[config.mk]
export PLATFORM = sky130hd
export DESIGN_NAME = bsl_bus_rx
export DESIGN_NICKNAME = d
export VERILOG_FILES = /design/src/rtl/bsl_bus_pkg.sv /design/src/rtl/bsl_sync_fifo.sv /design/src/rtl/bsl_bus_rx.sv
export SDC_FILE = /design/constraint.sdc
export NUM_CORES = 1
export LEC_CHECK = 0
export BUFFER_PORTS_ARGS = -buffer_cell sky130_fd_sc_hd__buf_2
export CORE_ASPECT_RATIO = 1.5
export CORE_UTILIZATION = 24
export CTS_CLUSTER_DIAMETER = 40
export DETAILED_ROUTE_END_ITERATION = 7
export PLACE_DENSITY = 0.51
export SLEW_MARGIN = 15
export SYNTH_ARGS = -nofsm -noshare
export SYNTH_HDL_FRONTEND = slang
export SYNTH_SLANG_ARGS = --single-unit
[constraint.sdc]
create_clock -name CLK -period 2 [get_ports CLK]
set_input_delay 0.3 -clock CLK [delete_from_list [all_inputs] [get_ports CLK]]
set_output_delay 0.3 -clock CLK [all_outputs]
set_load 0.005 [all_outputs]
[src/rtl/bsl_bus_pkg.sv]
// Shared types and helpers for the tri-state bus receiver: FSM encoding,
// bus polarity restore and FIFO count width.
package bsl_bus_pkg;

   localparam int unsigned BSL_MAX_W = 64;

   typedef enum logic [1:0] {
      ST_IDLE = 2'd0,
      ST_WAIT = 2'd1,
      ST_ACK  = 2'd2
   } bsl_state_e;

   // Occupancy counter must represent 0..depth inclusive.
   function automatic int unsigned bsl_cnt_w(input int unsigned depth);
      return 32'($clog2(depth)) + 32'd1;
   endfunction

   // Undo the inverting bus-driver cells when the bus carries ~data.
   function automatic logic [BSL_MAX_W-1:0] bsl_restore(input logic inv,
                                                        input logic [BSL_MAX_W-1:0] bus);
      return inv ? ~bus : bus;
   endfunction

endpackage

[src/rtl/bsl_sync_fifo.sv]
// Show-ahead synchronous FIFO: registered head word, valid, full and count.
// Push is ignored when full, pop is ignored when empty.
module bsl_sync_fifo
   import bsl_bus_pkg::*;
#(
   parameter int unsigned WIDTH = 8,
   parameter int unsigned DEPTH = 4
) (
   input  logic                          clk,
   input  logic                          rst_n,
   input  logic                          push_i,
   input  logic                          pop_i,
   input  logic [WIDTH-1:0]              wdata_i,
   output logic [WIDTH-1:0]              head_o,
   output logic                          valid_o,
   output logic                          full_o,
   output logic [bsl_cnt_w(DEPTH)-1:0]   count_o
);

   localparam int unsigned PTR_W = $clog2(DEPTH);
   localparam int unsigned CNT_W = bsl_cnt_w(DEPTH);

   logic [WIDTH-1:0] mem_q [DEPTH];
   logic [PTR_W-1:0] wr_ptr_q, wr_ptr_d;
   logic [PTR_W-1:0] rd_ptr_q, rd_ptr_d;
   logic [PTR_W-1:0] rd_nxt_c;
   logic [CNT_W-1:0] count_q, count_d;
   logic [WIDTH-1:0] head_q, head_d;
   logic             valid_q, valid_d;
   logic             full_q, full_d;
   logic             push_c, pop_c;

   // Next-state: pointers, occupancy and the registered head word.
   always_comb begin
      push_c   = push_i & ~full_q;
      pop_c    = pop_i & valid_q;
      rd_nxt_c = rd_ptr_q + PTR_W'(1);
      wr_ptr_d = push_c ? (wr_ptr_q + PTR_W'(1)) : wr_ptr_q;
      rd_ptr_d = pop_c ? rd_nxt_c : rd_ptr_q;
      count_d  = count_q;
      if (push_c && !pop_c) begin
         count_d = count_q + CNT_W'(1);
      end else if (!push_c && pop_c) begin
         count_d = count_q - CNT_W'(1);
      end
      valid_d = (count_d != '0);
      full_d  = (count_d == CNT_W'(DEPTH));
      head_d  = head_q;
      // A single-entry pop that coincides with a push hands over to the new word.
      if (count_d == '0) begin
         head_d = '0;
      end else if (pop_c) begin
         head_d = (count_q == CNT_W'(1)) ? wdata_i : mem_q[rd_nxt_c];
      end else if (!valid_q) begin
         head_d = wdata_i;
      end
   end

   always_ff @(posedge clk or negedge rst_n) begin
      if (!rst_n) begin
         wr_ptr_q <= '0;
         rd_ptr_q <= '0;
         count_q  <= '0;
         head_q   <= '0;
         valid_q  <= 1'b0;
         full_q   <= 1'b0;
      end else begin
         wr_ptr_q <= wr_ptr_d;
         rd_ptr_q <= rd_ptr_d;
         count_q  <= count_d;
         head_q   <= head_d;
         valid_q  <= valid_d;
         full_q   <= full_d;
      end
   end

   // Storage needs no reset; occupancy decides what is visible.
   always_ff @(posedge clk) begin
      if (push_c) begin
         mem_q[wr_ptr_q] <= wdata_i;
      end
   end

   assign head_o  = head_q;
   assign valid_o = valid_q;
   assign full_o  = full_q;
   assign count_o = count_q;

endmodule

[src/rtl/bsl_bus_rx.sv]
// Receiver for the shared inverting tri-state bus: 4-phase STB/ACK handshake,
// polarity restore and a show-ahead FIFO toward the core.
module bsl_bus_rx
   import bsl_bus_pkg::*;
#(
   parameter int unsigned WIDTH  = 8,
   parameter int unsigned DEPTH  = 4,
   parameter bit          INVERT = 1'b1
) (
   input  logic                          CLK,
   input  logic                          RSTB,
   input  logic [WIDTH-1:0]              BUS_IN,
   input  logic                          BUS_STB,
   output logic                          BUS_ACK,
   output logic [WIDTH-1:0]              RX_DATA,
   output logic                          RX_VALID,
   input  logic                          RX_READY,
   output logic [bsl_cnt_w(DEPTH)-1:0]   RX_COUNT,
   output logic                          PROTO_ERR,
   input  logic                          CLR_ERR
);

   bsl_state_e       state_q, state_d;
   logic             ack_q, ack_d;
   logic             err_q, err_d;
   logic             err_set_c;
   logic             push_c;
   logic             full_c;
   logic [WIDTH-1:0] word_c;

   assign word_c = WIDTH'(bsl_restore(INVERT, BSL_MAX_W'(BUS_IN)));

   // Handshake next-state; a full FIFO parks the strobe in WAIT without ACK.
   always_comb begin
      state_d   = state_q;
      ack_d     = ack_q;
      push_c    = 1'b0;
      err_set_c = 1'b0;
      case (state_q)
         ST_IDLE: begin
            if (BUS_STB) begin
               if (!full_c) begin
                  push_c  = 1'b1;
                  ack_d   = 1'b1;
                  state_d = ST_ACK;
               end else begin
                  state_d = ST_WAIT;
               end
            end
         end
         ST_WAIT: begin
            if (!BUS_STB) begin
               err_set_c = 1'b1;
               state_d   = ST_IDLE;
            end else if (!full_c) begin
               push_c  = 1'b1;
               ack_d   = 1'b1;
               state_d = ST_ACK;
            end
         end
         ST_ACK: begin
            if (!BUS_STB) begin
               ack_d   = 1'b0;
               state_d = ST_IDLE;
            end
         end
         default: begin
            ack_d   = 1'b0;
            state_d = ST_IDLE;
         end
      endcase
      err_d = err_set_c ? 1'b1 : (CLR_ERR ? 1'b0 : err_q);
   end

   always_ff @(posedge CLK or negedge RSTB) begin
      if (!RSTB) begin
         state_q <= ST_IDLE;
         ack_q   <= 1'b0;
         err_q   <= 1'b0;
      end else begin
         state_q <= state_d;
         ack_q   <= ack_d;
         err_q   <= err_d;
      end
   end

   bsl_sync_fifo #(
      .WIDTH (WIDTH),
      .DEPTH (DEPTH)
   ) u_fifo (
      .clk     (CLK),
      .rst_n   (RSTB),
      .push_i  (push_c),
      .pop_i   (RX_READY),
      .wdata_i (word_c),
      .head_o  (RX_DATA),
      .valid_o (RX_VALID),
      .full_o  (full_c),
      .count_o (RX_COUNT)
   );

   assign BUS_ACK   = ack_q;
   assign PROTO_ERR = err_q;

endmodule

# [After elaboration in Yosys (flattened, before gate mapping)]
# Memories as Yosys holds them, arrays and structs flattened.
# Index checks and enable logic that the tools add are counted.
[totals] mem_count=1 input_bits=13 output_inout_bits=14 ram_bits=32 ff_bits=21 wordCells=64
[classes] reduce_logical=11 bitwise_logic=4 eq_ne=10 n_mux=25 addsub=4
[mem_list] name="u_fifo.mem_q" depth=4 word_bits=8 read_ports=1 rd_ports_with_merged_regs=0 wr=1 line="bsl_sync_fifo.sv:23" rtl="logic [WIDTH-1:0] mem_q [DEPTH];"
[ops] operator="2-to-1 mux 8 bit" n=4
[ops] operator="2-to-1 mux 1 bit" n=12
[ops] operator="2-to-1 mux 2 bit" n=5
[ops] operator="inverter 8 bit" n=1
[ops] operator="2-to-1 mux 3 bit" n=2
[ops] operator="inequality test 2 bit, second input constant" n=3
[ops] operator="inequality test 3 bit, second input constant" n=2
[ops] operator="case mux 2 bit (3 select lines)" n=1
[ops] operator="AND reduction 3 bit" n=2
[ops] operator="adder 2 x 1 -> 2 bit, second input constant" n=2
[ops] operator="adder 3 x 1 -> 3 bit, second input constant" n=1
[ops] operator="equality test 3 x 1 -> 1 bit, second input constant" n=1
[ops] operator="equality test 3 bit, second input constant" n=1
[ops] operator="zero test 3 bit" n=1
[ops] operator="nonzero test 3 bit" n=1
[ops] operator="subtractor 3 x 1 -> 3 bit, second input constant" n=1
[ops] operator="AND 1 bit" n=2
[ops] operator="equality test 2 x 1 -> 1 bit, second input constant" n=1
[ops] operator="equality test 2 bit, second input constant" n=1
[ops] operator="logical AND 1 bit" n=2
[ops] operator="zero test 1 bit" n=2
[ops] operator="zero test 2 bit" n=1
[ops] operator="inequality test 2 x 1 -> 1 bit, second input constant" n=1
[ops] operator="case mux 1 bit (2 select lines)" n=1
[ops] operator="other kinds (3)" n=3

# [Longest topological paths before layout]
[depth] depth_word=10 mapped_depth=8 depth_no_buf=6

# [Cells and area by module]
# A second synthesis with hierarchy kept.
[unflattened] hier_cells=168 hier_area_um2=2407.3
[modules_own_cells] module="bsl_sync_fifo" n_inst=1 area_per_inst_um2=2205.9 cells_per_inst=145 seq_area_each_um2=1386.3
[modules_own_cells] module="bsl_bus_rx" n_inst=1 area_per_inst_um2=201.4 cells_per_inst=23 seq_area_each_um2=100.1

# [Worst setup path after synthesis]
# OpenSTA, ideal clock, no wires.
[synth_timing] path_kind="register to register" start="reg u_fifo.count_q[0], in the netlist u_fifo.count_o[0]" end="reg u_fifo.head_q[0], in the netlist u_fifo.head_o[0]" n_path_buf=1 t_required_ns=1.906 period_less_slack_ns=1.706 t_arrival_ns=1.612 path_stages_with_launch=8 setup_slack_ns=0.294 setup_ns=0.094 cell_sequence="dfrtp_1 -> inv_1 -> ha_1 -> nand2_1 -> nor3_1 -> a211o_1 -> buf_6 -> a221oi_2"
[synth_via] elab_chain_cells=5 word_cells_on_any_way=10 cone_classes="add/sub: 2; eq/ne: 2; mux: 5; reduce/logical: 1"
[synth_lines] item="start, declared" line="bsl_sync_fifo.sv:27" rtl="logic [CNT_W-1:0] count_q, count_d;"
[synth_lines] item="start signal, assigned" line="bsl_sync_fifo.sv:70" rtl="count_q <= count_d;"
[synth_lines] item="subtractor 3 x 1 -> 3 bit" line="bsl_sync_fifo.sv:44" rtl="count_d = count_q - CNT_W'(1);"
[synth_lines] item="2-to-1 mux 3 bit" line="bsl_sync_fifo.sv:43" rtl="end else if (!push_c && pop_c) begin"
[synth_lines] item="2-to-1 mux 3 bit" line="bsl_sync_fifo.sv:41" rtl="if (push_c && !pop_c) begin"
[synth_lines] item="zero test 3 bit" line="bsl_sync_fifo.sv:50" rtl="if (count_d == '0) begin"
[synth_lines] item="inequality test 3 bit (no source line) / 2-to-1 mux 8 bit (equally long branches)"
[synth_lines] item="end signal, assigned" line="bsl_sync_fifo.sv:64" rtl="head_q <= '0;"
[synth_lines] item="end signal, assigned" line="bsl_sync_fifo.sv:71" rtl="head_q <= head_d;"
[synth_lines] item="end, declared" line="bsl_sync_fifo.sv:28" rtl="logic [WIDTH-1:0] head_q, head_d;"
# Several ways; a longest one is shown, not always the timed one.
# A chain may end at the register's enable or synchronous reset.

# [Final worst setup path]
[layout_timing] start="reg state_q[1]" end="reg u_fifo.full_q, in the netlist u_fifo.full_o"
[layout_via] elab_chain_cells=9 word_cells_on_any_way=11 cone_classes="eq/ne: 2; mux: 3; bitwise: 1; reduce/logical: 5"
[layout_lines] item="start, declared" line="bsl_bus_rx.sv:23" rtl="bsl_state_e state_q, state_d;"
[layout_lines] item="start signal, assigned" line="bsl_bus_rx.sv:81" rtl="state_q <= state_d;"
[layout_lines] item="equality test 2 x 1 -> 1 bit / zero test 2 bit (equally long branches)" line="bsl_bus_rx.sv:39" rtl="case (state_q)"
[layout_lines] item="OR reduction 2 bit (no source line) (*)"
[layout_lines] item="2-to-1 mux 1 bit (*)"
[layout_lines] item="AND 1 bit (*)" line="bsl_sync_fifo.sv:35" rtl="push_c = push_i & ~full_q;"
[layout_lines] item="zero test 1 bit" line="bsl_sync_fifo.sv:43"
[layout_lines] item="logical AND 1 bit" line="bsl_sync_fifo.sv:43"
[layout_lines] item="2-to-1 mux 3 bit" line="bsl_sync_fifo.sv:43"
[layout_lines] item="2-to-1 mux 3 bit (*)" line="bsl_sync_fifo.sv:41"
[layout_lines] item="equality test 3 bit (*)" line="bsl_sync_fifo.sv:47" rtl="full_d = (count_d == CNT_W'(DEPTH));"
[layout_lines] item="via u_fifo.full_d" line="bsl_sync_fifo.sv:30" rtl="logic full_q, full_d;"
[layout_lines] item="end signal, assigned" line="bsl_sync_fifo.sv:73" rtl="full_q <= full_d;"
[layout_lines] item="end, declared" line="bsl_sync_fifo.sv:30"
# Mark *: on every way through the listed nets, which the timed path passes. The rest lies on a longest branch.

==> impl_metrics.csv <==
group,metric,value,unit
worst_setup_path,setup.worst_path.start_class,"register",
logic_synthesis,synth_edf_count,32,
worst_setup_path,worst-endpoint-required,2200,ps
grt,grt_first_pass_wirelength,7.50,mm
worst_setup_path,timing.critical_path.buf_inv,1,
floorplanning,core-area,9630,um2
timing,setup_tns,0,ps
logic_synthesis,yosysWarnings,0,
place,dp_slack,253,ps
logic_synthesis,synth_largest_area_cell,"sky130_fd_sc_hd__edfxtp_1",
logic_synthesis,synth.cells.most_frequent,"32 x sky130_fd_sc_hd__edfxtp_1, 21 x sky130_fd_sc_hd__dfrtp_1, 15 x sky130_fd_sc_hd__inv_1",
worst_setup_path,cpLargestDelayFamily,"simple AND/OR/NAND/NOR gates",
final_layout,final_cell_count_no_fill,321,
route,route.vias.total,1407,
timing,timing_hold_violations_final,0,
worst_setup_path,critPathSlowestCell,"sky130_fd_sc_hd__dfrtp_1",
worst_setup_path,largest_stage_delay_worst_path,460,ps
power,p_int,0.00278,W
logic_synthesis,post_synth_inst_count,170,
power,pwr_density_cell,1420,nW/um2
timing,finalCritPeriodShare,90.6,%
clock_tree,cts_root_buffer,"sky130_fd_sc_hd__clkbuf_16",
status,outcome,"finished clean",
grt,grt_antenna_before_repair,0,
clock_tree,htreeDepth,2,
worst_setup_path,cp_max_fo,10,
final_layout,register_area,1490,um2
timing,final.min_clock_period,1810,ps
logic_synthesis,dominantRegCellSynth,"sky130_fd_sc_hd__edfxtp_1",
logic_synthesis,post_synth_arst_share,39.6,%
logic_synthesis,synth_largest_type_area_fraction,40.4,%
min_path,timing.hold.worst.class,"in -> reg",
floorplanning,die_x_extent,83.3,um
timing,max_slew_margin,50.6,%
clock_tree,clock-sinks,53,
power,switchingPower,0.00130,W
clock_tree,cts_tree,"done",
logic_synthesis,ys_types,30,
logic_synthesis,leading_cell_type_by_number_of_instances_after_synthesis,"sky130_fd_sc_hd__edfxtp_1",
place,dp.final_hpwl,3.26,mm
power,static-leakage-power,1.14,nW
logic_synthesis,syn_area_per_cell,14.0,um2
final_layout,n_antenna_cell,0,
timing,fmaxAchievable,552,MHz
clock_tree,worstSkewPairLatency,290,ps
grt,grt_pass1_vias,1398,
timing,slew_violations,0,
power,proportion_of_power_drawn_by_combinational_gates,37.2,%
route,drc,0,
logic_synthesis,synth.ff_latch_count,53,
timing,postLayoutSetupSlackWorst,189,ps
timing,worst-slew-pin-transition,741,ps
clock_tree,cts.path.max_buffers,2,
power,max-vdd-ir-drop,607,uV
power,p_clk_share,23.7,%
logic_synthesis,mappedNetlistNets,190,
floorplanning,die_area,10300,um2
grt,largest_net_degree_at_the_start_of_global_routing,22,
floorplanning,std_cell_rows,44,
logic_synthesis,synth_top_cells_by_area,"sky130_fd_sc_hd__edfxtp_1 40%, sky130_fd_sc_hd__dfrtp_1 22%, sky130_fd_sc_hd__mux4_2 7.6%, sky130_fd_sc_hd__a221oi_2 5.0%, sky130_fd_sc_hd__ha_1 3.7%",
route,detail_route.vias_per_cell,4.38,
clock_tree,cts_hold_buffers,1,
final_layout,fin_nets,225,
worst_setup_path,critical_path.endpoint_type,"register",
route,route.antenna.remaining_nets,0,
final_layout,multi_input_comb_area,786,um2
timing,grt_setup_unrepaired,"false",
route,iteration_0_drc_markers,71,
final_layout,postLayoutCoreUtil,29.9,%
power,switching_share_of_power,31.9,%
worst_setup_path,critPathArrivalTime,2010,ps
route,drt-pass1-iter-count,6,
timing,finalSetupViolations,0,
route,detail_route.wl_per_cell,14.6,um
floorplanning,pin_count,27,
clock_tree,cts_repair_resize_count,0,
grt,grt_remaining_overflow,0,
clock_tree,postCtsSetupRepairBufs,0,
final_layout,fill_cells,965,
place,numPortBuffers,26,
clock_tree,cts_inserted_buffers,5,
timing,clock_skew,3.30,ps
worst_setup_path,crit_type,"reg -> reg",
clock_tree,clock_transition_at_the_registers_of_the_reported_paths,70,ps
route,drt-total-wl,4.69,mm
floorplanning,initial_core_util,24.7,%
place,place.gp.congestion,0.719,
final_layout,drive_above_1_share,30.1,%
grt,total_routing_usage_reported_by_global_routing,9.76,%
logic_synthesis,netlist_area,2380,um2
place,placed_cells_incl_taps,312,
floorplanning,die_height,124,um
power,pwr-share-seq,39.1,%
final_layout,syn2layout_area_growth,21.1,%
flow_run,drv_cap,0,
worst_setup_path,timing.critical_path.cells,"or3b_1, nor4_1, a211o_1, buf_12, nor2b_1",
logic_synthesis,synth.yosys.seq_area_share,62.4,%
## per-stage QoR
step	hold WS, ps	instance area, um2	total power [W]
after floorplan	4.41	2380	0.00265
after global routing	211	2880	0.00437
final	203	2880	0.00409
after detailed placement	300	2710	0.00318
after CTS	196	2880	0.00416
after global placement	296	2710	0.00317
## power groups by stage
| stage | logic [W] | clock network [W] | registers, W |
|---|---|---|---|
| global placement | 0.00153 | 0 | 0.00163 |
| CTS | 0.00156 | 0.000999 | 0.00161 |
| global route | 0.00169 | 0.00104 | 0.00164 |
| detailed placement | 0.00154 | 0 | 0.00163 |
| floorplan | 0.00105 | 0 | 0.00160 |
| finish | 0.00152 | 0.000967 | 0.00160 |
## registers in the layout, summed over array words and instances, names as in the netlist
signal	count
BUS_ACK	1
PROTO_ERR	1
state_q	2
u_fifo.count_o	3
u_fifo.full_o	1
u_fifo.head_o	8
u_fifo.mem_q	32
u_fifo.rd_ptr_q	2
u_fifo.valid_o	1
u_fifo.wr_ptr_q	2
## final cells by class
class | instances | area share [%]
Timing Repair Buffer | 39 | 8.42
Sequential cell | 53 | 51.6
Multi-Input combinational cell | 91 | 27.3
Tap cell | 115 | 4.99
Clock inverter | 2 | 1.35
Clock buffer | 6 | 4.47
Inverter | 15 | 1.95
## placed cells by master (no fill, tap or decap), types with 8 or more instances in the layout
master	netlist	routed
sky130_fd_sc_hd__edfxtp_1	32	32
sky130_fd_sc_hd__buf_2	3	26
sky130_fd_sc_hd__dfrtp_1	21	21
sky130_fd_sc_hd__inv_1	15	15
sky130_fd_sc_hd__nor2_1	13	13
sky130_fd_sc_hd__buf_4	0	11
sky130_fd_sc_hd__a21oi_1	9	9
sky130_fd_sc_hd__mux4_2	8	8
sky130_fd_sc_hd__a31oi_1	8	8
sky130_fd_sc_hd__a221oi_2	8	8
## worst paths after layout
| path | startpoint | to | slack, ps | cells after the start |
|---|---|---|---|---|
| hold / removal | CLR_ERR | PROTO_ERR$_DFFE_PN0P_ | 200 | 2 |
| hold reg to reg | PROTO_ERR$_DFFE_PN0P_ | PROTO_ERR$_DFFE_PN0P_ | 530 | 2 |
| max in group asynchronous | RSTB | u_fifo.head_o[5]$_DFFE_PN0P_ | 1160 | 2 |
| setup reg to reg | state_q[1]$_DFFE_PN0P_ | u_fifo.full_o$_DFF_PN0_ | 190 | 5 |
| setup / recovery | state_q[1]$_DFFE_PN0P_ | u_fifo.full_o$_DFF_PN0_ | 190 | 5 |
| min in group asynchronous | RSTB | BUS_ACK$_DFFE_PN0P_ | 500 | 2 |
## logic make-up (layout without fill, tap and decap cells)
kind of cell / after synthesis / after routing / share of synthesized area [%]
AO/OA/AOI/OAI: 34 / 34 / 11.4
XOR/XNOR: 6 / 6 / 2.21
adder cells (fa/ha/maj): 7 / 7 / 3.68
buffers and inverters: 26 / 62 / 4.57
flip-flops: 53 / 53 / 62.4
multiplexers: 8 / 8 / 7.57
AND/OR/NAND/NOR: 36 / 36 / 8.20
## routing by layer
metal  share of wire [%]  track usage [%]
met1                  41             10.4
met5                   0                0
met2                  53             17.7
met4                 1.1             5.28
met3                 4.2             2.58
## worst reg2reg max path, delay by kind of cell (launching register included)
kind / cells / cell delay, ps
AND/OR/NAND/NOR: 3 / 930
buffers and inverters: 1 / 150
AO/OA/AOI/OAI: 1 / 190
flip-flops: 1 / 460
Power figures use the tool's default switching activity.
